## config.mk

```make
export PLATFORM = sky130hd
export DESIGN_NAME = axi4_lite_master
export DESIGN_NICKNAME = d
export VERILOG_FILES = /design/src/rtl/axi4_lite_master.sv
export SDC_FILE = /design/constraint.sdc
export NUM_CORES = 1
export LEC_CHECK = 0
export BUFFER_PORTS_ARGS = -buffer_cell sky130_fd_sc_hd__buf_2
export CELL_PAD_IN_SITES_DETAIL_PLACEMENT = 1
export CELL_PAD_IN_SITES_GLOBAL_PLACEMENT = 1
export CORE_AREA = 2 2 155 157
export DETAILED_ROUTE_END_ITERATION = 16
export DIE_AREA = 0 0 157 159
export GPL_TIMING_DRIVEN = 0
export PLACE_DENSITY = 0.89
export SYNTH_ARGS = -nofsm -noshare
export SYNTH_HDL_FRONTEND = slang
export SYNTH_SLANG_ARGS = --single-unit
```

## constraint.sdc

```tcl
create_clock -name clk -period 2.38 [get_ports clk]
set_input_delay 0.476 -clock clk [delete_from_list [all_inputs] [get_ports clk]]
set_output_delay 0.476 -clock clk [all_outputs]
set_load 0.01 [all_outputs]
```

## src/rtl/axi4_lite_master.sv

```systemverilog
// rtl/axi4_lite_master.sv - AXI4-Lite master with a single-outstanding request/response port
// One transaction in flight: the request is latched, driven on AXI, and the result is held until consumed.
`timescale 1ns/1ps
module axi4_lite_master #(
  parameter int         ADDR_BITS = 32,
  parameter int         DATA_BITS = 64,
  parameter logic [2:0] PROT      = 3'b000,
  localparam int        STRB_BITS = DATA_BITS / 8
) (
  input  logic                 clk,
  input  logic                 rstn,
  input  logic                 req_valid,
  output logic                 req_ready,
  input  logic                 req_write,
  input  logic [ADDR_BITS-1:0] req_addr,
  input  logic [DATA_BITS-1:0] req_wdata,
  input  logic [STRB_BITS-1:0] req_wstrb,
  output logic                 rsp_valid,
  input  logic                 rsp_ready,
  output logic                 rsp_write,
  output logic [DATA_BITS-1:0] rsp_rdata,
  output logic [1:0]           rsp_resp,
  output logic                 err_sticky,
  output logic                 m_axi4lite_aw_valid,
  input  logic                 m_axi4lite_aw_ready,
  output logic [ADDR_BITS-1:0] m_axi4lite_aw_addr,
  output logic [2:0]           m_axi4lite_aw_prot,
  output logic                 m_axi4lite_w_valid,
  input  logic                 m_axi4lite_w_ready,
  output logic [DATA_BITS-1:0] m_axi4lite_w_data,
  output logic [STRB_BITS-1:0] m_axi4lite_w_strb,
  input  logic                 m_axi4lite_b_valid,
  output logic                 m_axi4lite_b_ready,
  input  logic [1:0]           m_axi4lite_b_resp,
  output logic                 m_axi4lite_ar_valid,
  input  logic                 m_axi4lite_ar_ready,
  output logic [ADDR_BITS-1:0] m_axi4lite_ar_addr,
  output logic [2:0]           m_axi4lite_ar_prot,
  input  logic                 m_axi4lite_r_valid,
  output logic                 m_axi4lite_r_ready,
  input  logic [DATA_BITS-1:0] m_axi4lite_r_data,
  input  logic [1:0]           m_axi4lite_r_resp
);

  localparam logic [2:0] IDLE    = 3'd0;
  localparam logic [2:0] WR_REQ  = 3'd1;
  localparam logic [2:0] WR_RESP = 3'd2;
  localparam logic [2:0] RD_REQ  = 3'd3;
  localparam logic [2:0] RD_RESP = 3'd4;
  localparam logic [2:0] RSP     = 3'd5;

  logic [2:0]           state_q, state_d;
  logic [ADDR_BITS-1:0] addr_q;
  logic [DATA_BITS-1:0] wdata_q;
  logic [STRB_BITS-1:0] wstrb_q;
  logic                 write_q;
  logic                 aw_sent_q, aw_sent_d;
  logic                 w_sent_q, w_sent_d;
  logic [DATA_BITS-1:0] rdata_q, rdata_d;
  logic [1:0]           resp_q, resp_d;
  logic                 rsp_write_q, rsp_write_d;
  logic                 err_q, err_d;
  logic                 req_fire, aw_fire, w_fire, b_fire, ar_fire, r_fire;

  // req_ready is gated by rstn so nothing can be accepted while reset is held.
  assign req_ready = rstn && (state_q == IDLE);
  assign req_fire  = req_valid && req_ready;

  assign m_axi4lite_aw_valid = (state_q == WR_REQ) && !aw_sent_q;
  assign m_axi4lite_w_valid  = (state_q == WR_REQ) && !w_sent_q;
  assign m_axi4lite_b_ready  = (state_q == WR_RESP);
  assign m_axi4lite_ar_valid = (state_q == RD_REQ);
  assign m_axi4lite_r_ready  = (state_q == RD_RESP);
  assign m_axi4lite_aw_addr  = addr_q;
  assign m_axi4lite_ar_addr  = addr_q;
  assign m_axi4lite_aw_prot  = PROT;
  assign m_axi4lite_ar_prot  = PROT;
  assign m_axi4lite_w_data   = wdata_q;
  assign m_axi4lite_w_strb   = wstrb_q;

  assign aw_fire = m_axi4lite_aw_valid && m_axi4lite_aw_ready;
  assign w_fire  = m_axi4lite_w_valid && m_axi4lite_w_ready;
  assign b_fire  = m_axi4lite_b_valid && m_axi4lite_b_ready;
  assign ar_fire = m_axi4lite_ar_valid && m_axi4lite_ar_ready;
  assign r_fire  = m_axi4lite_r_valid && m_axi4lite_r_ready;

  assign rsp_valid  = (state_q == RSP);
  assign rsp_write  = rsp_write_q;
  assign rsp_rdata  = rdata_q;
  assign rsp_resp   = resp_q;
  assign err_sticky = err_q;

  always_comb begin
    state_d     = state_q;
    aw_sent_d   = aw_sent_q;
    w_sent_d    = w_sent_q;
    rdata_d     = rdata_q;
    resp_d      = resp_q;
    rsp_write_d = rsp_write_q;
    err_d       = err_q;
    case (state_q)
      IDLE: begin
        if (req_fire) begin
          state_d   = req_write ? WR_REQ : RD_REQ;
          aw_sent_d = 1'b0;
          w_sent_d  = 1'b0;
        end
      end
      WR_REQ: begin
        // aw and w may complete in either order or together; leave once both are done.
        if (aw_fire) aw_sent_d = 1'b1;
        if (w_fire)  w_sent_d  = 1'b1;
        if (aw_sent_d && w_sent_d) state_d = WR_RESP;
      end
      WR_RESP: begin
        if (b_fire) begin
          rdata_d     = '0;
          resp_d      = m_axi4lite_b_resp;
          rsp_write_d = write_q;
          state_d     = RSP;
          if (m_axi4lite_b_resp != 2'b00) err_d = 1'b1;
        end
      end
      RD_REQ: begin
        if (ar_fire) state_d = RD_RESP;
      end
      RD_RESP: begin
        if (r_fire) begin
          rdata_d     = m_axi4lite_r_data;
          resp_d      = m_axi4lite_r_resp;
          rsp_write_d = write_q;
          state_d     = RSP;
          if (m_axi4lite_r_resp != 2'b00) err_d = 1'b1;
        end
      end
      RSP: begin
        if (rsp_ready) state_d = IDLE;
      end
      default: state_d = IDLE;
    endcase
  end

  always_ff @(posedge clk) begin
    if (!rstn) begin
      state_q     <= IDLE;
      aw_sent_q   <= 1'b0;
      w_sent_q    <= 1'b0;
      rdata_q     <= '0;
      resp_q      <= 2'b00;
      rsp_write_q <= 1'b0;
      err_q       <= 1'b0;
      addr_q      <= '0;
      wdata_q     <= '0;
      wstrb_q     <= '0;
      write_q     <= 1'b0;
    end else begin
      state_q     <= state_d;
      aw_sent_q   <= aw_sent_d;
      w_sent_q    <= w_sent_d;
      rdata_q     <= rdata_d;
      resp_q      <= resp_d;
      rsp_write_q <= rsp_write_d;
      err_q       <= err_d;
      if (req_fire) begin
        addr_q  <= req_addr;
        wdata_q <= req_wdata;
        wstrb_q <= req_wstrb;
        write_q <= req_write;
      end
    end
  end

endmodule

```

==> impl_results.md <==
- Fraction of the mapped netlist area in compound gates: 0.125
- Hold Violations, Final: 0
- Peak VDD IR: 0.000419 V
- CP peak stage delay: 330 ps
- Die W: 157 µm
- Max Clk Rate: 460 MHz
- Setup violators final: 0
- Port Buf Inserts: 391
- Primary FF master, synth: dfxtp_1
- Type of the worst setup path: reg2out
- Number of remaining DRC errors: 0
- Simple-gate portion of the synthesized area: 0.284
- Power Density: 959 mW/mm²
- CTS tree: done
- Largest net degree at the start of global routing: 17
- Routability cong.: 0.831
- Core area: 0.0232 mm²
- GRT Overall Usage: 0.202
- CP max FO: 10
- Final Skew: 11.5 ps
- Register clock-pin slew on the reported worst setup and hold paths: 80 ps
- Site Rows: 56
- NumNets Final: 1378
- Cell variety after synth: 37
- Syn Inst Count: 781
- I/O pins: 399
- Slew Limit Fails: 0
- Worst Hold Slack: 231 ps
- Synth-to-Final Area Change: 40.2%
- Initial antenna violation count: 1
- Vias in the first global route: 7404
- RSZ-0062 raised after global routing: false
- Final worst slack: 204 ps
- CP Capture Type: primary output
- Post-DRT Antenna Nets: 0
- DP HPWL: 20400 µm
- Critical path's most frequent cell: buf_2
- WP data arrival: 1700 ps
- Synth cell count leaders: nand2_1, dfxtp_1, nand3_1
- Fin crit share: 0.914
- Xor-xnor portion of the synthesized cell area: 0
- Mux cell area share after synthesis: 0.00700
- Ranking of synthesized cells by area: dfxtp_1, nand2_1, a22oi_2, nand3_1, nor2b_2
- Pre-CTS setup slack: 155 ps
- First-pass GRT wire length: 39600 µm
- Final min period: 2180 ps
- Worst Tran Pin Value: 658 ps
- Synth Warn #: 0
- Largest family of logic cells by synthesized area: simple AND/OR/NAND/NOR gates
- Clk root buf: clkbuf_16
- Routed WL: 25700 µm
- Total Neg Setup Slack: 0 ps
- HP Class: in2reg
- CP required: 1900 ps
- Clock Sinks: 178
- Share of the yosys chip area belonging to registers: 0.486
- Initial Utilization: 0.316
- Max_cap viols: 0
- Via/cell ratio: 4.55
- Status: completed
- CTS Buf Count: 17
- Asr flop ratio synth: 0
- Cell accounting for the most synthesized area: dfxtp_1
- Synth top area share: 0.486
- Vias: 6943
- Most common cell in the netlist: nand2_1
- Slowest cell on crit path: clkbuf_1
- CP cell instances: buf_2, clkbuf_1, nand2b_1, nor2_1, buf_2
- Post-synthesis register bit count: 178
- Clk buf depth: 2
- Die area: 0.0250 mm²
- Die height: 159 µm
- Fillers: 2832
- Clock latency on the worst-skew pair: 420 ps
- Crit path launch type: register
- Post-synthesis adder-cell area fraction: 0
- P_leak: 5.22 nW
- Cell Area, Synth: 0.00733 mm²
- Number of synthesized flops with an enable pin: 0
- Initial DRC Count: 218
- Total grt overflow: 0
- CTS H-Tree Depth: 4
- DRT Pass-1 Iters: 4
- Drt wl/cell: 16.9 µm
- Max-slew headroom: 0.561
- Mean Syn Cell Area: 9.38 µm²
- Layout cells sized above 1: 0.516
where the power goes:
part / switching, mW / leakage [nW] / internal [mW]
clock network: 1.30 / 0.264 / 1.49
registers: 0.344 / 1.45 / 3.52
logic: 1.83 / 3.51 / 1.38
layout make-up:
type / instances / area [µm²] / share of cell area
repair buffers: 391 / 1960 / 0.190
flip-flops and latches: 178 / 3560 / 0.347
diodes: 1 / 2.50 / 0.000244
multi-input cells: 506 / 3070 / 0.299
well taps: 319 / 399 / 0.0389
inverters: 2 / 7.51 / 0.000731
clock inverters: 12 / 124 / 0.0121
clock buffers: 18 / 439 / 0.0428
plain buffers: 100 / 707 / 0.0688
timing repair:
item	in CTS	in global routing
hold buffers	0	0
setup buffers	0	0
gates resized for setup	0	2
setup endpoints to repair	0	2
critical path: cells and delay by family, from the launching register on:
family	cells	cell delay [ps]
DFF	1	310
buffers and inverters	3	690
and+or+nand+nor	2	280
cell families after synthesis:
family / Yosys count
compound gates: 81
buf+inv: 102
flops: 178
mux: 5
other cells: 1
simple gates: 414
flip-flops by register name, summed over array words and instances (netlist names):
register and cells:
w_sent_q 1, write_q 1, rsp_rdata 64, m_axi4lite_w_strb 8, rsp_resp 2, err_sticky 1, m_axi4lite_w_data 64, state_q 3
m_axi4lite_ar_addr 32, aw_sent_q 1, rsp_write 1
metrics by stage:
stage	utilization	total power, mW	instance area, µm²	instances
4_1_cts	0.443	9.98	10300	1526
3_5_place_dp	0.418	7.18	9700	1496
6_report	0.443	9.85	10300	1527
5_1_grt	0.443	10.4	10300	1526
2_1_floorplan	-	5.79	7350	786
3_3_place_gp	0.418	7.05	9700	1496
worst paths after layout:
kind,from,end,slack [ps],cells after the start
worst max register to register,state_q[1],m_axi4lite_w_data[5],570,7
worst min register to register,m_axi4lite_w_data[10],m_axi4lite_w_data[10],460,2
worst max-delay path,state_q[1],m_axi4lite_w_valid,200,5
worst min-delay path,req_addr[22],m_axi4lite_ar_addr[22],230,3
routing by layer:
| layer | track usage | vias to the layer above | routed length [µm] | part of all wire |
|---|---|---|---|---|
| met2 | 0.373 | 246 | 13400 | 0.52 |
| met4 | 0.0517 | 0 | 393 | 0.015 |
| met3 | 0.0626 | 28 | 1940 | 0.075 |
| li1 | - | 3377 | - | - |
| met1 | 0.222 | 3292 | 10000 | 0.39 |
| met5 | 0 | - | 0 | 0 |
cells in the final DEF (no fill, tap or decap), types with 2 or more instances in the layout:
cell type / instances
clkbuf_16: 17
nand2_1: 216
mux2i_1: 4
and2_1: 2
inv_6: 4
a22oi_1: 4
nor2b_2: 60
nor2_1: 10
clkinv_4: 2
nor2b_1: 7
o21a_1: 2
buf_4: 45
dfxtp_1: 177
conb_1: 6
buf_6: 3
clkbuf_1: 24
o22a_1: 2
or2_1: 2
inv_1: 2
nor3b_1: 3
and3_1: 2
buf_1: 2
a22oi_2: 60
a21o_1: 3
nand3_1: 106
nand3b_1: 2
buf_2: 409
clkinvlp_4: 4
a21oi_1: 3
buf_12: 7
a21boi_2: 2
Power figures use the tool's default switching activity.
